## src/rtl/alu_issue_ctrl_pkg.sv

```systemverilog
// Shared constants for the ALU issue controller: ALU op codes, opcode/funct
// encodings and the FSM state type.
package alu_issue_ctrl_pkg;

  localparam int DATA_W = 32;
  localparam int OPRN_W = 6;

  localparam logic [5:0] ALU_OPR_NOP = 6'd0;
  localparam logic [5:0] ALU_OPR_ADD = 6'd1;
  localparam logic [5:0] ALU_OPR_SUB = 6'd2;
  localparam logic [5:0] ALU_OPR_MUL = 6'd3;
  localparam logic [5:0] ALU_OPR_SRL = 6'd4;
  localparam logic [5:0] ALU_OPR_SLL = 6'd5;
  localparam logic [5:0] ALU_OPR_AND = 6'd6;
  localparam logic [5:0] ALU_OPR_OR  = 6'd7;
  localparam logic [5:0] ALU_OPR_NOR = 6'd8;
  localparam logic [5:0] ALU_OPR_SLT = 6'd9;

  localparam logic [5:0] OPC_RTYPE = 6'h00;
  localparam logic [5:0] OPC_ADDI  = 6'h08;
  localparam logic [5:0] OPC_MULI  = 6'h1D;
  localparam logic [5:0] OPC_ANDI  = 6'h0C;
  localparam logic [5:0] OPC_ORI   = 6'h0D;
  localparam logic [5:0] OPC_SLTI  = 6'h0A;

  localparam logic [5:0] FN_ADD = 6'h20;
  localparam logic [5:0] FN_SUB = 6'h22;
  localparam logic [5:0] FN_MUL = 6'h2C;
  localparam logic [5:0] FN_SRL = 6'h02;
  localparam logic [5:0] FN_SLL = 6'h01;
  localparam logic [5:0] FN_AND = 6'h24;
  localparam logic [5:0] FN_OR  = 6'h25;
  localparam logic [5:0] FN_NOR = 6'h27;
  localparam logic [5:0] FN_SLT = 6'h2A;

  typedef enum logic [1:0] {
    ST_IDLE  = 2'd0,
    ST_DRIVE = 2'd1,
    ST_RESP  = 2'd2
  } state_t;

endpackage

```

## src/rtl/alu_issue_decode.sv

```systemverilog
// Combinational instruction decode: picks the ALU op code, operands and
// destination register, and flags anything that is not an ALU instruction.
module alu_issue_decode
  import alu_issue_ctrl_pkg::*;
#(
  parameter int DATA_WIDTH = DATA_W,
  parameter int OPRN_WIDTH = OPRN_W
) (
  input  logic [31:0]           instr,
  input  logic [DATA_WIDTH-1:0] rs_data,
  input  logic [DATA_WIDTH-1:0] rt_data,
  output logic [OPRN_WIDTH-1:0] oprn,
  output logic [DATA_WIDTH-1:0] op1,
  output logic [DATA_WIDTH-1:0] op2,
  output logic [4:0]            dest,
  output logic                  illegal
);

  logic [5:0]            opcode;
  logic [5:0]            funct;
  logic [5:0]            code;
  logic [DATA_WIDTH-1:0] imm_sext;
  logic [DATA_WIDTH-1:0] imm_zext;
  logic [DATA_WIDTH-1:0] shamt_zext;
  logic [4:0]            unused_rs_field;

  assign opcode          = instr[31:26];
  assign funct           = instr[5:0];
  assign imm_sext        = {{(DATA_WIDTH-16){instr[15]}}, instr[15:0]};
  assign imm_zext        = {{(DATA_WIDTH-16){1'b0}}, instr[15:0]};
  assign shamt_zext      = {{(DATA_WIDTH-5){1'b0}}, instr[10:6]};
  // The rs field only selects a register upstream; its value arrives as rs_data.
  assign unused_rs_field = instr[25:21];

  always_comb begin
    code    = ALU_OPR_NOP;
    op1     = rs_data;
    op2     = rt_data;
    dest    = instr[15:11];
    illegal = 1'b0;
    if (opcode == OPC_RTYPE) begin
      case (funct)
        FN_ADD: code = ALU_OPR_ADD;
        FN_SUB: code = ALU_OPR_SUB;
        FN_MUL: code = ALU_OPR_MUL;
        FN_AND: code = ALU_OPR_AND;
        FN_OR:  code = ALU_OPR_OR;
        FN_NOR: code = ALU_OPR_NOR;
        FN_SLT: code = ALU_OPR_SLT;
        FN_SRL: begin code = ALU_OPR_SRL; op1 = rt_data; op2 = shamt_zext; end
        FN_SLL: begin code = ALU_OPR_SLL; op1 = rt_data; op2 = shamt_zext; end
        default: illegal = 1'b1;
      endcase
    end else begin
      dest = instr[20:16];
      op2  = imm_sext;
      case (opcode)
        OPC_ADDI: code = ALU_OPR_ADD;
        OPC_MULI: code = ALU_OPR_MUL;
        OPC_SLTI: code = ALU_OPR_SLT;
        OPC_ANDI: begin code = ALU_OPR_AND; op2 = imm_zext; end
        OPC_ORI:  begin code = ALU_OPR_OR;  op2 = imm_zext; end
        default:  illegal = 1'b1;
      endcase
    end
    if (illegal) begin
      code = ALU_OPR_NOP;
      op1  = '0;
      op2  = '0;
      dest = 5'd0;
    end
  end

  assign oprn = OPRN_WIDTH'(code);

endmodule

```

## src/rtl/alu_issue_ctrl.sv

```systemverilog
// Issues one decoded packet to the combinational ALU for a single cycle and
// holds the captured result for writeback under valid/ready.
//
// state    | meaning
// ST_IDLE  | ready for a request
// ST_DRIVE | ALU driven with latched op code and operands (one cycle)
// ST_RESP  | result packet valid, waiting for out_ready
module alu_issue_ctrl
  import alu_issue_ctrl_pkg::*;
#(
  parameter int DATA_WIDTH = DATA_W,
  parameter int OPRN_WIDTH = OPRN_W
) (
  input  logic                  clk,
  input  logic                  rst,
  input  logic                  in_valid,
  output logic                  in_ready,
  input  logic [31:0]           instr,
  input  logic [DATA_WIDTH-1:0] rs_data,
  input  logic [DATA_WIDTH-1:0] rt_data,
  output logic [DATA_WIDTH-1:0] alu_op1,
  output logic [DATA_WIDTH-1:0] alu_op2,
  output logic [OPRN_WIDTH-1:0] alu_oprn,
  input  logic [DATA_WIDTH-1:0] alu_out,
  input  logic                  alu_zero,
  output logic                  out_valid,
  input  logic                  out_ready,
  output logic [DATA_WIDTH-1:0] res_data,
  output logic                  res_zero,
  output logic [4:0]            res_dest,
  output logic                  res_err
);

  state_t                state;
  logic [4:0]            dest_q;
  logic [OPRN_WIDTH-1:0] dec_oprn;
  logic [DATA_WIDTH-1:0] dec_op1;
  logic [DATA_WIDTH-1:0] dec_op2;
  logic [4:0]            dec_dest;
  logic                  dec_illegal;

  alu_issue_decode #(
    .DATA_WIDTH(DATA_WIDTH),
    .OPRN_WIDTH(OPRN_WIDTH)
  ) u_decode (
    .instr   (instr),
    .rs_data (rs_data),
    .rt_data (rt_data),
    .oprn    (dec_oprn),
    .op1     (dec_op1),
    .op2     (dec_op2),
    .dest    (dec_dest),
    .illegal (dec_illegal)
  );

  // alu_oprn is loaded on entry to ST_DRIVE and cleared on exit, so it is
  // non-zero for exactly that one cycle.
  always_ff @(posedge clk) begin
    if (rst) begin
      state     <= ST_IDLE;
      in_ready  <= 1'b1;
      out_valid <= 1'b0;
      alu_oprn  <= '0;
      alu_op1   <= '0;
      alu_op2   <= '0;
      dest_q    <= 5'd0;
      res_data  <= '0;
      res_zero  <= 1'b0;
      res_dest  <= 5'd0;
      res_err   <= 1'b0;
    end else begin
      case (state)
        ST_IDLE: begin
          if (in_valid && in_ready) begin
            in_ready <= 1'b0;
            if (dec_illegal) begin
              res_err   <= 1'b1;
              res_data  <= '0;
              res_zero  <= 1'b0;
              res_dest  <= 5'd0;
              out_valid <= 1'b1;
              state     <= ST_RESP;
            end else begin
              alu_op1  <= dec_op1;
              alu_op2  <= dec_op2;
              alu_oprn <= dec_oprn;
              dest_q   <= dec_dest;
              state    <= ST_DRIVE;
            end
          end
        end
        ST_DRIVE: begin
          alu_oprn  <= '0;
          res_data  <= alu_out;
          res_zero  <= alu_zero;
          res_dest  <= dest_q;
          res_err   <= 1'b0;
          out_valid <= 1'b1;
          state     <= ST_RESP;
        end
        ST_RESP: begin
          if (out_ready) begin
            out_valid <= 1'b0;
            in_ready  <= 1'b1;
            state     <= ST_IDLE;
          end
        end
        default: begin
          alu_oprn  <= '0;
          out_valid <= 1'b0;
          in_ready  <= 1'b1;
          state     <= ST_IDLE;
        end
      endcase
    end
  end

endmodule
```

## config.mk

```make
export PLATFORM = sky130hd
export DESIGN_NAME = alu_issue_ctrl
export DESIGN_NICKNAME = d
export VERILOG_FILES = /design/src/rtl/alu_issue_ctrl_pkg.sv /design/src/rtl/alu_issue_decode.sv /design/src/rtl/alu_issue_ctrl.sv
export SDC_FILE = /design/constraint.sdc
export NUM_CORES = 1
export LEC_CHECK = 0
export ABC_CLOCK_PERIOD_IN_PS = 2800
export CAP_MARGIN = 10
export CORE_MARGIN = 2
export CORE_UTILIZATION = 43
export CTS_BUF_LIST = sky130_fd_sc_hd__clkbuf_4 sky130_fd_sc_hd__clkbuf_8
export CTS_CLUSTER_SIZE = 28
export DETAILED_ROUTE_END_ITERATION = 12
export HOLD_SLACK_MARGIN = 0.15
export PLACE_DENSITY_LB_ADDON = 0.1
export SYNTH_ARGS = -nofsm -noshare
export SYNTH_HDL_FRONTEND = slang
export SYNTH_SLANG_ARGS = --single-unit
```

## constraint.sdc

```tcl
create_clock -name clk -period 2.8 [get_ports clk]
set_input_delay 0.42 -clock clk [delete_from_list [all_inputs] [get_ports clk]]
set_output_delay 0.42 -clock clk [all_outputs]
set_load 0.01 [all_outputs]
```

Word-level counts from Yosys, hierarchy flattened
Cells that the tools add are included.
{ "totals": {"regBits": 118, "inputBits": 133, "out_inout_bits": 111, "elab_cells": 84} }
{ "op_classes": {"n_eq_ne": 20, "muxes": 36, "bitwise": 3, "n_reduce_logical": 14} }
{ "ops": {"columns": ["cell", "n"], "rows": [
  ["$mux W32", 7],
  ["$pmux W32 S2", 1],
  ["$eq A6 B6 Y1 const B", 7],
  ["$pmux W4 S9", 1],
  ["$eq A6 B4 Y1 const B", 4],
  ["$pmux W4 S5", 1],
  ["$mux W6", 3],
  ["$mux W5", 3],
  ["$reduce_and A3 Y1", 5],
  ["$pmux W6 S2", 1],
  ["$mux W1", 10],
  ["$pmux W5 S2", 1],
  ["$reduce_or A9 Y1", 1],
  ["$ne A2 B2 Y1 const B", 4],
  ["$eq A6 B1 Y1 const B", 1],
  ["$eq A6 B2 Y1 const B", 1],
  ["$eq A6 B5 Y1 const B", 1],
  ["$logic_not A6 Y1", 1],
  ["$mux W2", 3],
  ["$pmux W1 S3", 2],
  ["$pmux W2 S3", 1],
  ["$reduce_or A5 Y1", 1],
  ["$pmux W1 S2", 2],
  ["$reduce_or A2 Y1", 2],
  ["7 further kinds", 9]
]} }

Longest topological paths before layout
{ "depth": {"word_depth": 7, "mapped_depth": 10, "mapped_depth_nobuf": 5} }

Hierarchy
Synthesis repeated with hierarchy kept, for this count alone.
{ "unflattened": {"cells_unflattened": 738, "area_unflattened_um2": 6318.6} }
{ "by_module_without_submodules": {"columns": ["module", "instances", "cells_per_inst", "area_each_um2", "seq_area_each_um2"], "rows": [
  ["alu_issue_ctrl", 1, 504, 4833.4, 2362.3],
  ["alu_issue_decode", 1, 234, 1485.2, 0.0]
]} }

Worst setup path before layout
No wires, ideal clock.
{ "synth_path": {"path_type": "input-to-reg", "start": "input port instr[27]", "end": "register res_data[0]", "setup_ns": 0.117, "arrival_ns": 2.150, "required_ns": 2.683, "setup_slack_ns": 0.533, "stages": 8, "n_path_buf": 3, "cell_sequence": "buf_6 -> nor3_2 -> nand2_2 -> or4_1 -> buf_2 -> a31o_2 -> buf_2 -> a32o_1"} }
{ "synth_between": {"elab_chain_cells": 6, "elab_cells_between_ends": 11, "cone_classes": "eq/ne (6); mux (2); reduce/logical (3)"} }
{ "synth_rtl": {"columns": ["item", "line", "source"], "rows": [
  ["start: declaration", "alu_issue_ctrl.sv:18", "input logic [31:0] instr,"],
  ["$eq A6 B4 Y1 / $eq A6 B5 Y1 (equally long branches)", "alu_issue_decode.sv:57", "case (opcode)"],
  ["$reduce_or A5 Y1 (no source line)", null, null],
  ["$mux W1", "alu_issue_decode.sv:57", null],
  ["$mux W1 (*)", "alu_issue_decode.sv:41", "if (opcode == OPC_RTYPE) begin"],
  ["$ne A2 B2 Y1 (no source line) (*)", null, null],
  ["$reduce_and A3 Y1 (no source line) (*)", null, null],
  ["end signal: assignment", "alu_issue_ctrl.sv:94", "res_data <= alu_out;"],
  ["end: declaration", "alu_issue_ctrl.sv:28", "output logic [DATA_WIDTH-1:0] res_data,"]
]} }
Every way passes the cells marked *; elsewhere a longest branch is shown, timed or not.
A chain may end at the register's enable or synchronous reset.

Worst setup path after layout
{ "layout_path": {"start": "input port instr[2]", "end": "register alu_op1[6]"} }
{ "layout_between": {"elab_chain_cells": 6, "elab_cells_between_ends": 17, "cone_classes": "eq/ne (9); mux (4); bitwise (1); reduce/logical (3)"} }
{ "layout_rtl": {"columns": ["item", "line", "source"], "rows": [
  ["$eq A6 B6 Y1, or another cell as far along", "alu_issue_decode.sv:42", "case (funct)"],
  ["$reduce_or A9 Y1 (no source line)", null, null],
  ["$mux W1", "alu_issue_decode.sv:42", null],
  ["$mux W1", "alu_issue_decode.sv:41", null],
  ["$not A1 Y1 (no source line)", null, null],
  ["$reduce_and A3 Y1 (no source line)", null, null],
  ["end signal: assignment", "alu_issue_ctrl.sv:84", "alu_op1 <= dec_op1;"],
  ["end: declaration", "alu_issue_ctrl.sv:21", "output logic [DATA_WIDTH-1:0] alu_op1,"]
]} }
Parallel ways exist; a longest one is shown, timed or not.

==> results.cfg <==
[sta]
setup_viol = 0
final_hold_viol_count = 0
finalCritPeriodShare_pct = 91.55
relSlewSlack_pct = 60.76
fin_skew_ps = 7.236
slew_viol_final = 0
max_freq_ghz = 0.3901
worstMarginPinSlew_ps = 588.6
fin_crit_ps = 2563
grt_setup_unrepaired = false
fin_hold_ws_ps = 460.3

[cells_and_area]
ff_latch_area_um2 = 2322
nFillCells = 950
antenna_cells = 0
final_util_pct = 69.88
area_delta_synth_final_pct = 59.97
multi_input_area_um2 = 2594
nNetsFinal = 889
drive_gt1_share_pct = 13.41

[drt]
routed_wl_mm = 17.19
first_pass_iters = 5
vias = 5394
drcViolationCount = 0
postRouteAntennaNets = 0
drt_iter0_drc = 374
via_per_inst = 5.895
routedWlPerCell_um = 18.78

[floorplanning]
rows = 40
start_util_pct = 43.69
ios = 244
core_um2 = 11910
fp.dieH_um = 114.0
dieArea_um2 = 13000
die_x_um = 114.0

[power]
p_leak_nw = 3.094
comb_power_share_pct = 14.3
switchingPower_w = 0.0009802
p_int_w = 0.003069
sw_frac_of_total_pct = 24.21
ir_worst_vdd_mv = 0.3703
pwr-share-clk_pct = 43.6
pwr-share-seq_pct = 42.1
powerDensity_nw_per_um2 = 486.4

[critical_path]
path_class = in2reg
crit_chain = clkdlybuf4s50_1, nand2b_1, a32o_1, or4_2, buf_4, and3_2, buf_12, a211oi_1
cp-end-kind = flop
cp_slowest_cell = or4_2
path_delay_family = simple AND/OR/NAND/NOR gates
setup.worst_path.start = instr[2]
timing.rr.start = state[1]$_SDFFE_PP0P_
arrival_ps = 2890
cp_num_buf_inv = 3
path_max_fanout = 38
max_stage_delay_ps = 610
start_kind = input pin
worst_ep_required_time_ps = 3130

[grt]
overflow = 0
grt_max_degree = 60
antenna_found_initial = 0
grtUsageTotal_pct = 26.00
grt_first_pass_wirelength_mm = 26.99
grt_pass1_vias = 5395

[synth]
synthFlopType = dfxtp_1
synth_cell_types = 50
yosysSeqAreaShare_pct = 44.63
synth_edf_count = 0
syn_inst = 523
synth.avg_cell_area_um2 = 9.950
synth_top_area_cell = dfxtp_1
synthTopCellsByArea = dfxtp_1 (45%), mux2i_1 (8.7%), a31oi_1 (7.7%)
synth_area_um2 = 5204
ys_ff_latch = 116
async_flop_share_pct = 0
ys_warn_count = 0
synth_top_area_share_pct = 44.63

[clock_tree]
clk_latency_ps = 440
cts.clk_slew.worst_paths_ps = 70
cts_tree = done
clk_path_buf_depth = 2
numCtsBuffers = 17
postCtsHoldBufs = 0
clockRootBuffer = clkbuf_8
cts.htree.levels = 4
cts_sinks = 116
ctsResizeCount = 0
cts_post_setup_buffers_inserted = 0

[min_path]
hold_path_startpoint = res_err$_SDFFE_PP0P_
hold_path_class = reg2reg

[outcome]
status = complete, no violations

[job]
drv_cap = 0

[place]
hpwlAfterDp_mm = 12.07
io_buffers = 236
gp_congestion = 0.8677
power groups by stage:
| stage | sequential (W) | combinational [W] | clock, W |
|---|---|---|---|
| final | 0.00170 | 0.000580 | 0.00176 |
| after global routing | 0.00171 | 0.000618 | 0.00188 |
| after CTS | 0.00170 | 0.000578 | 0.00179 |
| after detailed placement | 0.00174 | 0.000575 | 0 |
| after global placement | 0.00174 | 0.000564 | 0 |
| after floorplan | 0.00175 | 0.000216 | 0 |
logic make-up after synthesis:
family          share of synthesized area, %
compound gates                         30.94
xor+xnor                              0.1683
fa+ha+maj                             0.1924
buf+inv                                6.203
flops                                  44.63
mux                                    9.954
other cells                          0.07206
simple gates                           7.839
cell usage after synthesis (9+ instances only):
| library cell | instances |
|---|---|
| mux2i_1 | 45 |
| a32o_1 | 39 |
| clkbuf_1 | 40 |
| nand2b_1 | 14 |
| nor2_1 | 9 |
| a311oi_1 | 16 |
| nand2_1 | 19 |
| buf_2 | 20 |
| a211oi_1 | 45 |
| a22oi_1 | 11 |
| dfxtp_1 | 116 |
| a31oi_1 | 64 |
per-stage QoR:
stage	power, W	TNS, ps	area, µm²	std cells	worst slack [ps]
2_1_floorplan	0.001968	0	5207	524	532.7
3_3_place_gp	0.002303	-2892	7878	884	-69.40
5_1_grt	0.004200	0	8324	915	165.3
6_report	0.004049	0	8324	915	236.5
4_1_cts	0.004075	0	8324	915	274.5
3_5_place_dp	0.002316	-9609	7878	884	-175.1
cell type report:
type	instances	area share (%)
inverter	4	0.1804
timing repair buffer	280	33.19
multi-input combinational	337	31.16
clock buffer	18	2.901
tap	147	2.210
sequential	116	27.90
clock inverter	13	2.465
worst paths after layout:
path                              endpoint  slack, ps  cells past startpoint
setup reg to reg  alu_op2[21]$_SDFFE_PP0P_       1110                      5
hold / removal        res_err$_SDFFE_PP0P_        460                      2
hold reg to reg       res_err$_SDFFE_PP0P_        460                      2
setup / recovery   alu_op1[6]$_SDFFE_PP0P_        240                      8
metal layers:
| metal | GRT usage [%] | vias up | wire length [µm] | part of all wire (%) |
|---|---|---|---|---|
| li1 | - | 2541 | - | - |
| met1 | 30.45 | 2554 | 7009 | 41 |
| met2 | 43.45 | 259 | 8290 | 48 |
| met3 | 8.555 | 40 | 1416 | 8.2 |
| met4 | 11.46 | 0 | 471 | 2.7 |
| met5 | 0 | - | 0 | 0 |
state kept, by name, indices dropped and copies added, names as in the netlist:
| signal | cells |
|---|---|
| out_valid | 1 |
| in_ready | 1 |
| res_data | 32 |
| res_zero | 1 |
| res_dest | 5 |
| alu_op2 | 32 |
| alu_op1 | 32 |
| dest_q | 5 |
| alu_oprn | 4 |
| state | 2 |
| res_err | 1 |
layout by cell type, fill, tap and decap left out, types with 16 or more instances in the layout:
cell,synthesis,final
clkbuf_8,0,17
dfxtp_1,116,116
a31oi_1,64,64
a311oi_1,16,16
nand2_1,19,19
clkdlybuf4s50_1,0,235
a32o_1,39,39
a211oi_1,45,45
buf_4,2,38
mux2i_1,45,45
worst min-delay path: stages, from the launching register on:
cell      delay, ps
dfxtp_1         310
inv_1            40
a21boi_0         60
Note: power is estimated with default switching activity, not from simulation.
